### src/rtl/fdiv_pkg.sv
// ----------------------------------------------------------------------------
// fdiv_pkg: shared FPU divide/sqrt definitions (issue states, op codes, latency)
// Rev 1.0
// ----------------------------------------------------------------------------
`default_nettype none

package fdiv_pkg;

  typedef enum logic [2:0] {
    ST_IDLE   = 3'd0,
    ST_LAUNCH = 3'd1,
    ST_WAIT   = 3'd2,
    ST_RESP   = 3'd3,
    ST_DRAIN  = 3'd4,
    ST_HUNG   = 3'd5
  } fdiv_state_e;

  // Op encoding is shared with the divider FSM.
  localparam logic OP_DIV  = 1'b0;
  localparam logic OP_SQRT = 1'b1;

  localparam int DIV_LAT  = 9;
  localparam int SQRT_LAT = 14;

endpackage

`default_nettype wire

### src/rtl/fdiv_watchdog.sv
// ----------------------------------------------------------------------------
// fdiv_watchdog: saturating latency counter with clear/enable and expiry flag
// Rev 1.0
// ----------------------------------------------------------------------------
`default_nettype none

module fdiv_watchdog #(
  parameter int CNTW    = 5,
  parameter int TIMEOUT = 31
) (
  input  logic            clk,
  input  logic            reset,
  input  logic            clr_i,
  input  logic            en_i,
  output logic [CNTW-1:0] count_o,
  output logic            expired_o
);

  localparam logic [CNTW-1:0] LIMIT = CNTW'(TIMEOUT);

  logic [CNTW-1:0] count_q;
  logic [CNTW-1:0] count_d;

  always_comb begin
    count_d = count_q;
    if (clr_i) begin
      count_d = '0;
    end else if (en_i && (count_q != LIMIT)) begin
      count_d = count_q + CNTW'(1);
    end
  end

  always_ff @(posedge clk or negedge reset) begin
    if (!reset) begin
      count_q <= '0;
    end else begin
      count_q <= count_d;
    end
  end

  assign count_o   = count_q;
  assign expired_o = (count_q == LIMIT);

endmodule

`default_nettype wire

### src/rtl/fdiv_issue.sv
// ----------------------------------------------------------------------------
// fdiv_issue: issues div/sqrt requests to the iterative divider and returns
// tagged responses; flushed operations are drained, watchdog expiry is sticky.
// Rev 1.0
// ----------------------------------------------------------------------------
`default_nettype none

module fdiv_issue
  import fdiv_pkg::*;
#(
  parameter int TAGW    = 5,
  parameter int CNTW    = 5,
  parameter int TIMEOUT = 31
) (
  input  logic            clk,
  input  logic            reset,
  input  logic            req_valid,
  output logic            req_ready,
  input  logic            req_op,
  input  logic [TAGW-1:0] req_tag,
  input  logic            flush,
  output logic            div_start,
  output logic            div_op_type,
  input  logic            div_done,
  input  logic            div_error,
  output logic            rsp_valid,
  input  logic            rsp_ready,
  output logic [TAGW-1:0] rsp_tag,
  output logic            rsp_op,
  output logic            rsp_error,
  output logic [CNTW-1:0] rsp_cycles,
  output logic            busy,
  output logic            hung
);

  fdiv_state_e     state_q, state_d;
  logic [TAGW-1:0] tag_q, tag_d;
  logic            op_q, op_d;
  logic            err_q, err_d;
  logic            hung_q, hung_d;

  logic            wd_clr;
  logic            wd_en;
  logic [CNTW-1:0] wd_count;
  logic            wd_expired;

  fdiv_watchdog #(
    .CNTW    (CNTW),
    .TIMEOUT (TIMEOUT)
  ) u_watchdog (
    .clk       (clk),
    .reset     (reset),
    .clr_i     (wd_clr),
    .en_i      (wd_en),
    .count_o   (wd_count),
    .expired_o (wd_expired)
  );

  always_comb begin
    state_d = state_q;
    tag_d   = tag_q;
    op_d    = op_q;
    err_d   = err_q;
    hung_d  = hung_q;
    wd_clr  = 1'b0;
    wd_en   = 1'b0;

    case (state_q)
      ST_IDLE: begin
        if (req_valid && !flush) begin
          tag_d   = req_tag;
          op_d    = req_op;
          err_d   = 1'b0;
          wd_clr  = 1'b1;
          state_d = ST_LAUNCH;
        end
      end
      ST_LAUNCH: begin
        state_d = flush ? ST_DRAIN : ST_WAIT;
      end
      ST_WAIT: begin
        // The done cycle itself counts as a WAIT cycle.
        wd_en = 1'b1;
        if (div_done) begin
          if (flush) begin
            state_d = ST_IDLE;
          end else begin
            err_d   = div_error;
            state_d = ST_RESP;
          end
        end else if (flush) begin
          state_d = ST_DRAIN;
        end else if (wd_expired) begin
          err_d   = 1'b1;
          hung_d  = 1'b1;
          state_d = ST_RESP;
        end
      end
      ST_RESP: begin
        if (flush) begin
          state_d = hung_q ? ST_HUNG : ST_IDLE;
        end else if (rsp_ready) begin
          state_d = hung_q ? ST_HUNG : ST_IDLE;
        end
      end
      ST_DRAIN: begin
        wd_en = 1'b1;
        if (div_done) begin
          state_d = ST_IDLE;
        end else if (wd_expired) begin
          hung_d  = 1'b1;
          state_d = ST_HUNG;
        end
      end
      ST_HUNG: begin
        // A late done must never be attributed to a new operation.
        state_d = ST_HUNG;
      end
      default: begin
        state_d = ST_IDLE;
      end
    endcase
  end

  always_ff @(posedge clk or negedge reset) begin
    if (!reset) begin
      state_q <= ST_IDLE;
      tag_q   <= '0;
      op_q    <= 1'b0;
      err_q   <= 1'b0;
      hung_q  <= 1'b0;
    end else begin
      state_q <= state_d;
      tag_q   <= tag_d;
      op_q    <= op_d;
      err_q   <= err_d;
      hung_q  <= hung_d;
    end
  end

  assign req_ready   = (state_q == ST_IDLE);
  assign busy        = (state_q != ST_IDLE);
  assign div_start   = (state_q == ST_LAUNCH);
  assign div_op_type = div_start & op_q;
  assign rsp_valid   = (state_q == ST_RESP);
  assign rsp_tag     = tag_q;
  assign rsp_op      = op_q;
  assign rsp_error   = err_q;
  assign rsp_cycles  = wd_count;
  assign hung        = hung_q;

endmodule

`default_nettype wire

### config.mk
export PLATFORM = sky130hd
export DESIGN_NAME = fdiv_issue
export DESIGN_NICKNAME = d
export VERILOG_FILES = /design/src/rtl/fdiv_pkg.sv /design/src/rtl/fdiv_watchdog.sv /design/src/rtl/fdiv_issue.sv
export SDC_FILE = /design/constraint.sdc
export NUM_CORES = 1
export LEC_CHECK = 0
export BUFFER_PORTS_ARGS = -buffer_cell sky130_fd_sc_hd__buf_2
export CORE_ASPECT_RATIO = 0.9
export CORE_UTILIZATION = 43
export CTS_CLUSTER_SIZE = 16
export DETAILED_ROUTE_END_ITERATION = 8
export GPL_ROUTABILITY_DRIVEN = 1
export PLACE_DENSITY = 0.69
export SETUP_SLACK_MARGIN = 0.05
export SYNTH_ARGS = -nofsm -noshare
export SYNTH_HDL_FRONTEND = slang
export SYNTH_HIERARCHICAL = 1
export SYNTH_SLANG_ARGS = --single-unit
### constraint.sdc
create_clock -name clk -period 2 [get_ports clk]
set_clock_uncertainty 0.15 [all_clocks]
set_input_delay 0.6 -clock clk [delete_from_list [all_inputs] [get_ports clk]]
set_output_delay 0.6 -clock clk [all_outputs]
set_load 0.03 [all_outputs]
Yosys cells after proc, flatten, opt, wreduce, memory -nomap -nowiden
Cells that the tools add are included.
{"block": "op_classes", "n_addsub": 1, "n_eq_ne": 15, "muxes": 28, "n_bitwise": 1, "n_reduce_logical": 13}
{"operator": "2-to-1 mux 3 bit", "count": 10}
{"operator": "case mux 3 bit (6 select lines)", "count": 1}
{"operator": "2-to-1 mux 1 bit", "count": 12}
{"operator": "AND reduction 4 bit", "count": 3}
{"operator": "2-to-1 mux 5 bit", "count": 2}
{"operator": "inequality test 3 x 2 -> 1 bit (second input constant)", "count": 3}
{"operator": "== test 3 x 2 -> 1 bit (second input constant)", "count": 2}
{"operator": "== test 3 bit (second input constant)", "count": 2}
{"operator": "inequality test 2 bit (second input constant)", "count": 3}
{"operator": "nonzero test 2 bit", "count": 3}
{"operator": "adder 5 x 1 -> 5 bit (second input constant)", "count": 1}
{"operator": "== test 5 bit (second input constant)", "count": 1}
{"operator": "inequality test 5 bit (second input constant)", "count": 1}
{"operator": "inequality test 4 x 3 -> 1 bit (second input constant)", "count": 1}
{"operator": "case mux 1 bit (2 select lines)", "count": 2}
{"operator": "== test 3 x 1 -> 1 bit (second input constant)", "count": 1}
{"operator": "zero test 3 bit", "count": 1}
{"operator": "nonzero test 3 bit", "count": 1}
{"operator": "logical AND 1 bit", "count": 2}
{"operator": "2-to-1 mux 2 bit", "count": 1}
{"operator": "inequality test 2 x 1 -> 1 bit (second input constant)", "count": 1}
{"operator": "AND reduction 2 bit", "count": 1}
{"operator": "OR reduction 2 bit", "count": 1}
{"operator": "AND 1 bit", "count": 1}
{"operator": "zero test 1 bit", "count": 1}
{"block": "totals", "regBits": 16, "elab_cells": 64}

Logic depth before layout (Yosys ltp)
Gate-level depths: netlist of the first run.
{"block": "logic_depth", "depth_word": 6, "mapped_depth": 7}

By module
The synthesis of the first run kept the hierarchy.
{"module": "fdiv_issue", "instances": 1, "cells_each": 65, "area_each_um2": 616.8}
{"module": "fdiv_watchdog", "instances": 1, "cells_each": 23, "area_each_um2": 249.0}

Least setup slack after synthesis of the first run
OpenSTA, ideal clock, no wires.
{"block": "synth_timing", "path_type": "reg2out", "startpoint": "reg state_q[2]", "endpoint": "out div_op_type", "arrival_time_ns": 1.518, "required_time_ns": 1.250, "path_slack_ns": -0.268, "path_stages_with_launch": 5, "n_path_buf": 1, "cell_sequence": "dfrtp_1 -> buf_2 -> nand2b_1 -> nor2_1 -> and2_1"}
{"block": "synth_between", "elab_chain_cells": 2}
{"element": "start, declared", "line_no": "fdiv_issue.sv:36", "rtl": "fdiv_state_e state_q, state_d;"}
{"element": "start signal, assigned", "line_no": "fdiv_issue.sv:133", "rtl": "state_q <= state_d;"}
{"element": "== test 3 x 1 -> 1 bit", "line_no": "fdiv_issue.sv:143", "rtl": "assign div_start = (state_q == ST_LAUNCH);"}
{"element": "named net div_start", "line_no": "fdiv_issue.sv:22", "rtl": "output logic div_start,"}
{"element": "AND 1 bit", "line_no": "fdiv_issue.sv:144", "rtl": "assign div_op_type = div_start & op_q;"}
{"element": "end, declared", "line_no": "fdiv_issue.sv:23", "rtl": "output logic div_op_type,"}
The timed path passes the listed nets, and every way through them passes these cells.

Worst setup path after layout of the first run
{"block": "layout_timing", "startpoint": "reg state_q[0]", "endpoint": "out req_ready"}
{"block": "layout_between", "elab_chain_cells": 1}
{"element": "zero test 3 bit", "line_no": "fdiv_issue.sv:141", "rtl": "assign req_ready = (state_q == ST_IDLE);"}
{"element": "end, declared", "line_no": "fdiv_issue.sv:18", "rtl": "output logic req_ready,"}
No other way between the ends.

==> flow_summary.ini, run 1 <==
[outcome]
status = complete, but fails checks
violations = negative setup slack

[clock_tree]
tritoncts = yes
htreeDepth = 1
numCtsBuffers = 3
cts_buffer_depth = 2
cts_hold_buf = 0
clkTransAtPathRegs_ns = 0.09
clock-root-buffer = clkbuf_4
clk_latency_ns = 0.28
cts.sinks = 16

[drt]
totalWireLength_mm = 1.95
vias = 787
ant_nets = 0
first_pass_iters = 4
drcViolationCount = 0
avgRoutedWirePerCell_um = 12.8
drt_iter0_markers = 19
routed_via_density = 5.18

[setup_path]
r2r_start = u_watchdog/count_o[1]
start_kind = flop
ff2ff_setup_slack_ns = 0.07
cp_max_fo = 3
critical_path_class = flop to output port
worst_ep_arrival_time_ns = 1.27
cp.required_ns = 1.25
worstRegToRegCells = 7
endpoint_kind = output port
reg2reg_to = state_q[0]

[timing]
finalWorstSetupSlack_ns = -0.0159
tightestPinTransition_ns = 0.381
whs_ns = 0.0592
min_period_ns = 2.02
period_share_pct = 101
rsz0062_at_grt = true
finalSetupViolCount = 2
timing.setup.tns_ns = -0.0285
slew_headroom_pct = 73.9
fmax_mhz = 496
drv_slew = 0
hold_viol = 0

[placed_design]
place.port_buffers = 30
dp_slack_ns = 0.0493
place_hpwl_mm = 1.44
place_inst = 143
place_area_sq_mm = 0.00108
gp_congestion = 0.854

[floorplan]
initial_utilization_pct = 45.2
die_w_um = 49.3
rows = 15
core_sq_mm = 0.00191
fp.dieH_um = 44.6
pin_count = 31
die-area_sq_mm = 0.00220

[global_routing]
grt_pass1_vias = 729
grt_max_degree = 17
grt_use_total_pct = 20.0
overflow = 0
antenna_found_initial = 0
grt_pass1_wl_mm = 3.27

[finish]
drive_gt1_share_pct = 50.4
finish.net_count = 144
antennaDiodeCount = 0
layout_commonest_cell = buf_2
multi_input_area_sq_um = 462
final_area_sq_mm = 0.00119
final_cells = 152
fillers = 173
area_growth_pct = 38.0
final_cell_mix = buf_2 (27), dfrtp_1 (12), buf_4 (9)
regArea_sq_um = 405

[pwr]
p_per_area_mw_per_mm2 = 1630
internal_power_mw = 1.04
switching_share_pct = 46.7
pwr-share-clk_pct = 8.6
comb_power_share_pct = 63.0
ir_worst_vdd_mv = 1.08
switchingPower_mw = 0.912
p_leak_nw = 0.601
sequentialPowerShare_pct = 28.4

[synthesis]
seq_area_frac_synth_pct = 46.2
synth_edf_count = 0
syn-cell-area_sq_um = 866
ys.warnings.count = 6
yosys.area.top_type = dfrtp_1
synth_top_cells_by_area = dfrtp_1 (46%), mux2_2 (7.8%), a21oi_1 (4.0%)
synthFlopType = dfrtp_1
syn_area_per_cell_sq_um = 9.84
postSynthCellCount = 88
synthArstFlopShare_pct = 100
synth-seq-cells = 16
synth_top_area_share_pct = 46.2
syn-num-nets = 103
synthDistinctLibCells = 30

[flow_run]
cap_violations = 0

[min_path]
min_path_type = input port to async pin
worst max-delay path: stages, from the launching register on:
cell and delay (ns):
dfrtp_2 0.43, or3_4 0.38, inv_2 0.06, buf_6 0.12
metrics by stage:
stage / utilization, % / power (mW)
floorplan: - / 1.32
global placement: 56.3 / 1.59
detailed placement: 56.3 / 1.62
CTS: 61.0 / 1.91
global route: 62.4 / 2.08
finish: 62.4 / 1.95
flip-flops by register name, summed over array words and instances (netlist names):
signal              cells
rsp_tag                 5
u_watchdog/count_o      5
hung                    1
rsp_error               1
state_q                 3
rsp_op                  1
power groups by stage:
stage,Clock (mW),Sequential (mW),Combinational [mW]
final,0.169,0.555,1.23
after global routing,0.188,0.572,1.32
after CTS,0.175,0.559,1.18
after detailed placement,0,0.571,1.05
after global placement,0,0.565,1.02
after floorplan,0,0.767,0.556
synthesized netlist by cell type, drive strengths merged, types with 2 or more instances:
cell,instances
mux2,6
inv,7
nand2b,5
a21oi,7
buf,3
mux2i,3
o21ai,6
nand3,2
dfrtp,16
xor2,2
or3,4
ha,2
nand2,2
a31oi,2
nor3,2
nor2,8
worst max-delay path by stage:
stage,startpoint,to,slack (ns),cells past startpoint
after floorplan,state_q[2],div_op_type,0.04,4
after global placement,u_watchdog/count_o[1],state_q[0],0.12,7
after detailed placement,u_watchdog/count_o[1],state_q[0],0.05,7
after CTS,state_q[0],req_ready,-0.04,3
after global routing,state_q[2],req_ready,-0.06,3
final,state_q[0],req_ready,-0.02,3
metal layers:
| metal | track usage (%) | share of wire (%) |
|---|---|---|
| met1 | 25.2 | 45 |
| met2 | 34.2 | 50 |
| met3 | 3.09 | 4.4 |
| met4 | 8.82 | 0.62 |
| met5 | 0 | 0 |
timing repair:
| item | 4_1_cts | 5_1_grt |
|---|---|---|
| endpoints found under the setup margin | 6 | 5 |
| gates cloned | 0 | 0 |
| pin swaps | 2 | 1 |
| buffers inserted | 4 | 2 |
| gates resized for setup | 11 | 3 |
cells by family (layout without fill, tap and decap cells):
family                     count (synthesis)  after routing  synth area share [%]
muxes                                      9              9                  11.3
and+or+nand+nor                           27             27                  17.5
AOI/OAI and AO/OA                         21             21                  14.7
DFF                                       16             16                  46.2
adders and majority gates                  2              2                  2.89
xor gates and xnor gates                   2              2                  2.02
buffers and inverters                     11             50                  5.35
cell type report:
class | instances | share of cell area (%)
repair buffers | 40 | 20.7
clock buffers | 3 | 1.88
flip-flops and latches | 16 | 33.9
inverters | 7 | 2.20
well taps | 25 | 2.62
multi-input cells | 61 | 38.6
No activity file was read; power rests on OpenSTA's default activity.
==> inputs of run 2 (changes only) <==
CORE_UTILIZATION = 45   (was 43)
SYNTH_HIERARCHICAL = unset   (was 1)
clock period = 1.9 ns   (was 2 ns; I/O delays follow)
==> run 2 against run 1 <==
Effect of this change:
- the flow still finishes with violations (negative setup slack)
- global-route usage down 0.060 points
- clock-buffer cell count up 1
- routed wire length rose by 9.4%
- final cell count did not move
- largest power group unchanged
- highest routed layer unchanged
==> flow_summary.ini, run 2 <==
[outcome]
status = complete, but fails checks
violations = negative setup slack

[drt]
first_pass_iters = 4
drt_iter0_markers = 22
totalWireLength_mm = 2.13
drcViolationCount = 0
ant_nets = 0
avgRoutedWirePerCell_um = 14.0
vias = 812
routed_via_density = 5.34

[finish]
finish.net_count = 144
antennaDiodeCount = 0
regArea_sq_um = 404
final_cells = 152
fillers = 150
area_growth_pct = 39.4
multi_input_area_sq_um = 492
layout_commonest_cell = buf_2
drive_gt1_share_pct = 56.3
final_cell_mix = buf_2 (26), dfrtp_1 (13), buf_4 (10)

[timing]
drv_slew = 0
rsz0062_at_grt = true
min_period_ns = 2.04
slew_headroom_pct = 75.4
finalWorstSetupSlack_ns = -0.142
tightestPinTransition_ns = 0.369
finalSetupViolCount = 4
whs_ns = 0.0245
period_share_pct = 107
hold_viol = 0
fmax_mhz = 490

[setup_path]
worst_ep_arrival_time_ns = 1.32
ff2ff_setup_slack_ns = 0.08
start_kind = flop
slowest_stage = dfrtp_1
critical_path_class = flop to output port
cp_max_fo = 3
cp.required_ns = 1.18
worstPathCellList = or3_4 -> inv_2 -> buf_6
cpPeakStageDelay_ns = 0.45
endpoint_kind = output port

[clock_tree]
clkTransAtPathRegs_ns = 0.10
numCtsBuffers = 3
clock-root-buffer = clkbuf_4
cts_hold_buf = 0
tritoncts = yes
htreeDepth = 1
clk_latency_ns = 0.29
cts_buffer_depth = 2
cts.sinks = 16

[synthesis]
synth_edf_count = 0
yosys.area.top_type = dfrtp_1
synthArstFlopShare_pct = 100
syn-num-nets = 103
syn_area_per_cell_sq_um = 10.2
syn-cell-area_sq_um = 900
seq_area_frac_synth_pct = 44.5
ys_top_cells_by_count = dfrtp_1 (16), mux2_2 (8), nor2_1 (8), a21oi_1 (6)
synth_top_area_share_pct = 44.5
synth_top_cells_by_area = dfrtp_1 (45%), mux2_2 (10%), buf_6 (3.8%)
synthFlopType = dfrtp_1
synth.most_common_cell = dfrtp_1
synthDistinctLibCells = 32
synth-seq-cells = 16
ys.warnings.count = 0
postSynthCellCount = 88

[pwr]
p_per_area_mw_per_mm2 = 1820
ir_worst_vdd_mv = 1.10
p_leak_nw = 0.613

[global_routing]
globalRouteMet1Util_pct = 27.5
antenna_found_initial = 0
grt_pass1_wl_mm = 3.20
grt_max_degree = 17
met3_usage_pct = 4.12
grt_use_total_pct = 19.9
grt_pass1_vias = 715
overflow = 0
grtUsageMet2_pct = 32.1
top_usage_layer = met2

[floorplan]
rows = 14
die_w_um = 49.1
core_sq_mm = 0.00177
pin_count = 31
initial_utilization_pct = 50.8
fp.dieH_um = 44.4
die-area_sq_mm = 0.00218

[placed_design]
place_inst = 143
place_hpwl_mm = 1.49
place.port_buffers = 30
gp_congestion = 0.837

[flow_run]
cap_violations = 0

[min_path]
min_path_type = input port to async pin
[run 2: cell types whose count changed after synthesis, sizes merged, moves of 2 or more]
cell    change
xor2        +2
or3         -3
nand3       +3
nand2       +3
mux2i       -2
nand2b      -5
inv         -2
mux2        +2
[run 2: metal layers]
layer / vias to the layer above / part of all wire [%]
li1: 389 / -
met4: 0 / 1.8
met3: 5 / 6.8
met1: 378 / 44
met2: 40 / 47
met5: - / 0
[run 2: final timing paths]
path,startpoint,end,cells after the start
setup / recovery,state_q[0],req_ready,3
hold / removal,reset,state_q[1],1
setup reg to reg,u_watchdog.count_o[1],state_q[0],7
hold reg to reg,rsp_tag[1],rsp_tag[1],1
max in group asynchronous,reset,state_q[2],1
min in group clk,rsp_ready,state_q[1],2
[run 2: final cells by class]
cell class	instances	area share, %
tap	24	2.40
clock buffer	4	2.89
multi-input combinational	62	39.2
inverter	5	1.70
sequential	16	32.2
timing repair buffer	41	21.6
[run 2: logic make-up (layout without fill, tap and decap cells)]
family                   after synthesis  count (layout)  synth area share (%)
flip-flops                            16              16                  44.5
buffers and inverters                 10              50                  7.09
XOR/XNOR                               4               4                  4.73
adder cells (fa/ha/maj)                2               2                  2.78
AND/OR/NAND/NOR                       28              28                  16.1
multiplexers                           9               9                  11.1
AO/OA/AOI/OAI                         19              19                  13.6
[run 2: through the flow]
step / util [%] / setup WS (ns) / power [mW] / instance area (sq um) / TNS, ns
after floorplan: - / -0.0182 / 1.60 / 957 / -0.0182
after global placement: 64.2 / 0.0847 / 1.87 / 1140 / 0
after detailed placement: 64.2 / 0.0647 / 1.89 / 1140 / 0
after CTS: 68.3 / -0.143 / 2.20 / 1210 / -0.515
after global routing: 70.9 / -0.181 / 2.43 / 1250 / -0.720
final: 70.9 / -0.142 / 2.28 / 1250 / -0.469
[run 2: what timing repair did]
item,in CTS,in global routing
endpoints found under the setup margin,5,17
gates resized for setup,7,5
setup buffers,2,3
pin swaps,0,4
[run 2: power by group]
group | switching [mW] | total [mW] | leakage [nW] | internal [mW]
Clock | 0.118 | 0.235 | 0.0210 | 0.117
Sequential | 0.138 | 0.636 | 0.198 | 0.497
Combinational | 0.815 | 1.41 | 0.395 | 0.598
Total | 1.07 | 2.28 | 0.613 | 1.21
[run 2: critical path: cells and delay by family (launching register included)]
kind          cells  cell delay (ns)
buf+inv           2             0.19
flops             1             0.45
simple gates      1             0.39
